$ cat config.mk
export PLATFORM = sky130hd
export DESIGN_NAME = recip_divider
export DESIGN_NICKNAME = d
export VERILOG_FILES = /design/src/rtl/recip_divider_pkg.sv /design/src/rtl/recip_divider_seed.sv /design/src/rtl/recip_divider.sv
export SDC_FILE = /design/constraint.sdc
export NUM_CORES = 2
export LEC_CHECK = 0
export ABC_CLOCK_PERIOD_IN_PS = 42300
export CAP_MARGIN = 20
export CORE_MARGIN = 2
export CORE_UTILIZATION = 56
export DETAILED_ROUTE_END_ITERATION = 7
export GPL_TIMING_DRIVEN = 0
export PLACE_DENSITY = 0.72
export SYNTH_ARGS = -nofsm -noshare
export SYNTH_HDL_FRONTEND = slang
export SYNTH_SLANG_ARGS = --single-unit
$ cat constraint.sdc
create_clock -name i_clk -period 42.3 [get_ports i_clk]
set_input_delay 4.23 -clock i_clk [delete_from_list [all_inputs] [get_ports i_clk]]
set_output_delay 4.23 -clock i_clk [all_outputs]
set_load 0.01 [all_outputs]
$ cat src/rtl/recip_divider_pkg.sv
// Shared types and constants for the reciprocal divider.
// The optional second Newton-Raphson step is enabled by RECIP_DIVIDER_NR2_EN;
// this package is the same in both builds.
package recip_divider_pkg;

   localparam int DATA_W = 16;
   localparam int IDX_W  = 7;
   localparam int FRAC_W = 18;
   localparam int LZC_W  = 4;

   // 2.0 with FRAC_W fractional bits, wide enough to hold 2 - m*x without wrap
   localparam logic [FRAC_W+2:0] TWO_Q = {2'b01, {(FRAC_W + 1){1'b0}}};

   typedef enum logic [2:0] {
      S_IDLE,
      S_SEED,
      S_NR1,
      S_NR2,
      S_MUL,
      S_CORR,
      S_DONE
   } state_t;

   // round(2^30 / (2^15 + idx*2^8)) as Q1.15; only ever evaluated on constants
   function automatic logic [DATA_W-1:0] seed_of(input int idx);
      longint den;
      longint num;
      den = (longint'(1) << (DATA_W - 1)) + (longint'(idx) << (DATA_W - 1 - IDX_W));
      num = longint'(1) << (2 * (DATA_W - 1));
      return DATA_W'((num + den / 2) / den);
   endfunction

endpackage

$ cat src/rtl/recip_divider_seed.sv
// Normalize-and-seed: leading-zero count of d, normalized divisor m = d<<s,
// and the Q1.15 reciprocal seed looked up from the top bits below m's MSB.
module recip_seed
   import recip_divider_pkg::*;
(
   input  logic [DATA_W-1:0] d,
   output logic [LZC_W-1:0]  lzc,
   output logic [DATA_W-1:0] m,
   output logic [DATA_W-1:0] seed
);

   logic [DATA_W-1:0] seed_rom [2**IDX_W];

   for (genvar g = 0; g < 2**IDX_W; g++) begin : g_rom
      assign seed_rom[g] = seed_of(g);
   end

   // highest set bit wins, giving the leading-zero count (d==0 never reaches here)
   always_comb begin
      lzc = '0;
      for (int i = 0; i < DATA_W; i++) begin
         if (d[i]) lzc = LZC_W'(DATA_W - 1 - i);
      end
   end

   assign m    = d << lzc;
   assign seed = seed_rom[m[DATA_W-2 -: IDX_W]];

endmodule

$ cat src/rtl/recip_divider.sv
// Sequenced unsigned 16-bit divider: reciprocal seed, Newton-Raphson refine,
// multiply, then +/-1 quotient correction against the exact remainder.
// Define RECIP_DIVIDER_NR2_EN to add a second Newton-Raphson iteration.
//
// state | meaning
// IDLE  | ready for a request; d==0 jumps straight to DONE
// SEED  | normalize d, load reciprocal seed
// NR1   | first Newton-Raphson refinement of x
// NR2   | second refinement (RECIP_DIVIDER_NR2_EN builds only)
// MUL   | q0 = n*x scaled back by the normalization shift
// CORR  | nudge q by one until 0 <= n-q*d < d, bounded by CORR_MAX
// DONE  | result held until the consumer takes it
module recip_divider
   import recip_divider_pkg::*;
#(
   parameter int CORR_MAX = 8
) (
   input  logic              i_clk,
   input  logic              i_rst_n,
   input  logic              i_valid,
   output logic              o_ready,
   input  logic [DATA_W-1:0] i_dividend,
   input  logic [DATA_W-1:0] i_divisor,
   output logic              o_valid,
   input  logic              i_ready,
   output logic [DATA_W-1:0] o_quotient,
   output logic [DATA_W-1:0] o_remainder,
   output logic              o_dz,
   output logic              o_err
);

   localparam int CNT_W = (CORR_MAX < 1) ? 1 : $clog2(CORR_MAX + 1);
   localparam int XW    = FRAC_W + 1;
   localparam int MX_W  = DATA_W + XW;
   localparam int E_W   = FRAC_W + 3;
   localparam int XE_W  = XW + E_W;
   localparam int NX_W  = DATA_W + XW;
   // remainder is kept wider than the bare 18 bits so a large q*d overshoot
   // can never alias into a plausible value
   localparam int RW    = 2 * DATA_W + 2;

   state_t state_q, state_d;

   logic [DATA_W-1:0] n_q, d_q, m_q, q_q;
   logic [LZC_W-1:0]  s_q;
   logic [XW-1:0]     x_q;
   logic [CNT_W-1:0]  cnt_q;
   logic [DATA_W-1:0] quo_q, rem_q;
   logic              dz_q, err_q;

   logic [LZC_W-1:0]  s_seed;
   logic [DATA_W-1:0] m_seed, x0_seed;

   logic [MX_W-1:0]   mx_full;
   logic [E_W-1:0]    mx_p, e_nr;
   logic [XE_W-1:0]   xe_full;
   logic [XW-1:0]     x_nr;

   logic [NX_W-1:0]   nx_full, q_full;
   logic [5:0]        q_sh;
   logic [DATA_W-1:0] q_sat;

   logic [RW-1:0]     qd, r_w;
   logic              r_neg, r_big, need_adj, cnt_tc;

   recip_seed u_seed (
      .d    (d_q),
      .lzc  (s_seed),
      .m    (m_seed),
      .seed (x0_seed)
   );

   // Newton-Raphson step x*(2 - m*x); every product truncated, widths sized so nothing wraps
   always_comb begin
      mx_full = MX_W'(m_q) * MX_W'(x_q);
      mx_p    = E_W'(mx_full >> (DATA_W - 1));
      e_nr    = TWO_Q - mx_p;
      xe_full = XE_W'(x_q) * XE_W'(e_nr);
      x_nr    = XW'(xe_full >> FRAC_W);
   end

   // first quotient estimate, undoing both the Q-format and the normalization shift
   always_comb begin
      nx_full = NX_W'(n_q) * NX_W'(x_q);
      q_sh    = 6'(FRAC_W + DATA_W - 1) - {2'b00, s_q};
      q_full  = nx_full >> q_sh;
      q_sat   = (q_full[NX_W-1:DATA_W] != '0) ? '1 : q_full[DATA_W-1:0];
   end

   // exact remainder of the current guess; sign bit flags an over-estimate
   always_comb begin
      qd       = RW'(q_q) * RW'(d_q);
      r_w      = RW'(n_q) - qd;
      r_neg    = r_w[RW-1];
      r_big    = !r_neg && (r_w >= RW'(d_q));
      need_adj = r_neg || r_big;
      cnt_tc   = (cnt_q == '0);
   end

   // state register
   always_ff @(posedge i_clk or negedge i_rst_n) begin
      if (!i_rst_n) state_q <= S_IDLE;
      else          state_q <= state_d;
   end

   // next-state logic
   always_comb begin
      state_d = state_q;
      case (state_q)
         S_IDLE: if (i_valid) state_d = (i_divisor == '0) ? S_DONE : S_SEED;
         S_SEED: state_d = S_NR1;
`ifdef RECIP_DIVIDER_NR2_EN
         S_NR1:  state_d = S_NR2;
         S_NR2:  state_d = S_MUL;
`else
         S_NR1:  state_d = S_MUL;
`endif
         S_MUL:  state_d = S_CORR;
         S_CORR: if (!(need_adj && !cnt_tc)) state_d = S_DONE;
         S_DONE: if (i_ready) state_d = S_IDLE;
         default: state_d = S_IDLE;
      endcase
   end

   // datapath registers; result registers only change on the way into DONE
   always_ff @(posedge i_clk or negedge i_rst_n) begin
      if (!i_rst_n) begin
         n_q   <= '0;
         d_q   <= '0;
         m_q   <= '0;
         s_q   <= '0;
         x_q   <= '0;
         q_q   <= '0;
         cnt_q <= '0;
         quo_q <= '0;
         rem_q <= '0;
         dz_q  <= 1'b0;
         err_q <= 1'b0;
      end else begin
         case (state_q)
            S_IDLE: begin
               if (i_valid) begin
                  n_q <= i_dividend;
                  d_q <= i_divisor;
                  if (i_divisor == '0) begin
                     quo_q <= '1;
                     rem_q <= i_dividend;
                     dz_q  <= 1'b1;
                     err_q <= 1'b0;
                  end
               end
            end
            S_SEED: begin
               s_q <= s_seed;
               m_q <= m_seed;
               x_q <= XW'(x0_seed) << (FRAC_W - (DATA_W - 1));
            end
            S_NR1, S_NR2: x_q <= x_nr;
            S_MUL: begin
               q_q   <= q_sat;
               cnt_q <= CNT_W'(CORR_MAX);
            end
            S_CORR: begin
               if (need_adj && !cnt_tc) begin
                  q_q   <= r_neg ? q_q - 1'b1 : q_q + 1'b1;
                  cnt_q <= cnt_q - 1'b1;
               end else begin
                  quo_q <= q_q;
                  rem_q <= r_w[DATA_W-1:0];
                  dz_q  <= 1'b0;
                  err_q <= need_adj;
               end
            end
            default: ;
         endcase
      end
   end

   // ready is masked by reset so it is low while reset is held and high right after release
   assign o_ready     = (state_q == S_IDLE) && i_rst_n;
   assign o_valid     = (state_q == S_DONE);
   assign o_quotient  = quo_q;
   assign o_remainder = rem_q;
   assign o_dz        = dz_q;
   assign o_err       = err_q;

endmodule
==> reports/results.txt <==
Final Max Slew Viols: 0
Yosys reg bits: 128
Largest net degree at the start of global routing: 77
H-tree depth: 4
Period utilisation layout: 41.6%
Pre-antenna DRT Iters: 6
Top delay family on crit path: adder cells
Largest area contributor in the netlist: fa_1
Max clock buf depth: 2
PortBufs: 71
FMAX: 56.9 MHz
Slew headroom: 17.9%
CP max stage cell: a211oi_1
Post-synth design cell area: 53500 um^2
Share of cells above drive strength 1: 2.78%
Clock latency at the later pin of the worst-skew pair: 480 ps
Crit path buffers/inverters: 12
Average size of a mapped cell: 8.43 um^2
Fin cells: 7743
Top FF cell, synth: dfrtp_1
Chip Height: 313 um
CP max FO: 10
Routed wire length: 185 mm
Final Hold Vio Count: 0
Clock Skew: 14.2 ps
Top Metal Used: met5
Setup Fix Bufs, Post-CTS: 0
Synth-to-Final Area Change: 5.84%
CTS sink cnt: 128
Yosys warns: 0
Worst stage delay on the critical path: 930 ps
Post-synthesis sequential area ratio: 5.98%
Num CTS Buffers: 17
Nets: 7977
Starting Density: 56.4%
Combined area of the multi-input logic cells: 44200 um^2
Critical path startpoint category: flop
DPL Wire Length: 150 mm
Unrepaired setup endpoints after global routing: no
Metal3 WL: 22.0 mm
Via count: 47200
Overall Global Routing Usage: 38.2%
Post-synth EDFFs: 0
Post-synth ARST share: 100%
Clock Pin Slew Worst Setup and Hold Paths: 80 ps
Critical path depth: 52
DR WL/cell: 23.9 um
Routed Antenna Nets: 0
CTS Root Cell: clkbuf_16
Ranking of synthesized cells by area: fa_1 38%, ha_1 11%, inv_1 8.6%
Worst path required time: 42630 ps
First-pass GRT wire length: 284 mm
Synth top area share: 37.8%
Met1 wire length: 66.2 mm
Hold Buf Count CTS: 0
FF+latch area: 3200 um^2
Starting DRT DRC Count: 4560
Max Cap Viol: 0
CTS resizes: 0
Placer congestion estimate: 1.03
List of most frequent post-synthesis cells: 1228 x inv_1, 1010 x fa_1, 851 x nand2_1
DIE WIDTH: 313 um
Row cnt: 113
Ports: 72
Met2 wire length: 82.5 mm
Cells after synthesis: 6352
Initial antenna violation count: 16
CTS tree: built
Status: finished, final reports clean
Minimum clock period: 17580 ps
# DRC: 0
Critical path class: flop to flop
Final Setup Violations: 0
Worst Tran Pin Value: 1220 ps
Arrival time at the worst endpoint: 17910 ps
Setup TNS: 0 ps
Fillers: 8526
CP Capture Type: flop
Core Area: 94900 um^2
Vias in the first global route: 48300
Min-Delay Path Depth: 2
Die area: 98100 um^2
Crit-path most repeated cell: fa_1
FF-to-FF path depth: 52
Distinct cell type count after synthesis: 103
Routed vias/inst: 6.09
Syn_nets: 7868
Post-placement cell count: 7703
Most common cell in the netlist: inv_1
Type of the worst min-delay path: flop to flop
GR Overflow Total: 0
cells by family after synthesis:
| group | count (synthesis) | share of synthesized area (%) |
|---|---|---|
| adders and majority gates | 1480 | 48.8 |
| DFF | 128 | 5.98 |
| and+or+nand+nor | 2028 | 18.4 |
| AOI/OAI and AO/OA | 846 | 10.8 |
| buffers and inverters | 1630 | 11.6 |
| xor gates and xnor gates | 117 | 1.94 |
| muxes | 123 | 2.52 |
worst min-delay path, cell delays in order, from the launching register on:
cell     delay (ps)
dfrtp_1         360
nand2_1          50
o21ai_0          60
cells in the final DEF, fill, tap and decap left out, types with 18 or more instances in the layout:
master | Yosys | layout
inv_1 | 1228 | 1228
fa_1 | 1010 | 1010
nand2_1 | 851 | 851
and2_1 | 489 | 489
ha_1 | 470 | 470
clkbuf_1 | 335 | 335
nor2_1 | 271 | 271
o21ai_0 | 203 | 203
a21oi_1 | 180 | 180
dfrtp_1 | 128 | 128
mux2i_1 | 93 | 93
xnor2_1 | 77 | 74
nor2b_1 | 74 | 74
clkdlybuf4s50_1 | 0 | 70
nor3_1 | 68 | 68
nand3_1 | 66 | 66
a21o_1 | 51 | 51
nand2b_1 | 51 | 51
o211ai_1 | 49 | 49
a211oi_1 | 42 | 42
and3_1 | 41 | 41
xor2_1 | 38 | 37
buf_2 | 34 | 34
o21a_1 | 28 | 28
a31oi_1 | 26 | 26
nor4_1 | 23 | 23
mux2_2 | 23 | 23
nand4_1 | 21 | 21
o2111ai_1 | 19 | 19
o31ai_1 | 18 | 18
cell type report:
type                    count  share of cell area [%]
clock buffers              18                   0.775
clock inverters            14                   0.227
flip-flops and latches    128                    5.65
diodes                      4                  0.0177
multi-input cells        4594                    77.9
plain buffers             389                    2.72
repair buffers             90                    1.65
inverters                1241                    8.22
well taps                1265                    2.79
state kept, by name (all words and copies together) (netlist names), 4 cells and up:
register     count
o_quotient      16
cnt_q            4
d_q             16
x_q             19
o_remainder     16
s_q              4
m_q             16
n_q             16
q_q             16
metal layers:
layer / global-route usage, % / vias to the layer above
met5: 0 / -
met4: 23.6 / 16
met3: 10.4 / 822
met2: 59.3 / 3058
met1: 47.7 / 23200
li1: - / 20100
path summary, 6_finish.rpt:
check / start / endpoint / slack (ps)
setup / recovery: x_q[11]$_DFFE_PN0P_ / x_q[18]$_DFFE_PN0P_ / 24720
hold / removal: o_quotient[9]$_DFFE_PN0P_ / o_quotient[9]$_DFFE_PN0P_ / 500
setup reg to reg: x_q[11]$_DFFE_PN0P_ / x_q[18]$_DFFE_PN0P_ / 24720
hold reg to reg: o_quotient[9]$_DFFE_PN0P_ / o_quotient[9]$_DFFE_PN0P_ / 500
max in group asynchronous: i_rst_n / m_q[12]$_DFFE_PN0P_ / 37680
min in group asynchronous: i_rst_n / d_q[11]$_DFFE_PN0P_ / 3790
through the flow:
stage / hold WS [ps] / setup slack, ps / utilization, % / cell area, um^2
final: 499 / 24720 / 59.7 / 56700
after global routing: 524 / 24310 / 59.7 / 56600
after CTS: 499 / 25040 / 59.7 / 56600
after detailed placement: 473 / 25070 / 59.1 / 56000
after global placement: 468 / 24730 / 58.8 / 55800
after floorplan: 472 / 28680 / - / 53500
Power is left out: the tool's default activity adds up to more than one toggle a clock period on the data nets, which glitch-free logic cannot reach.
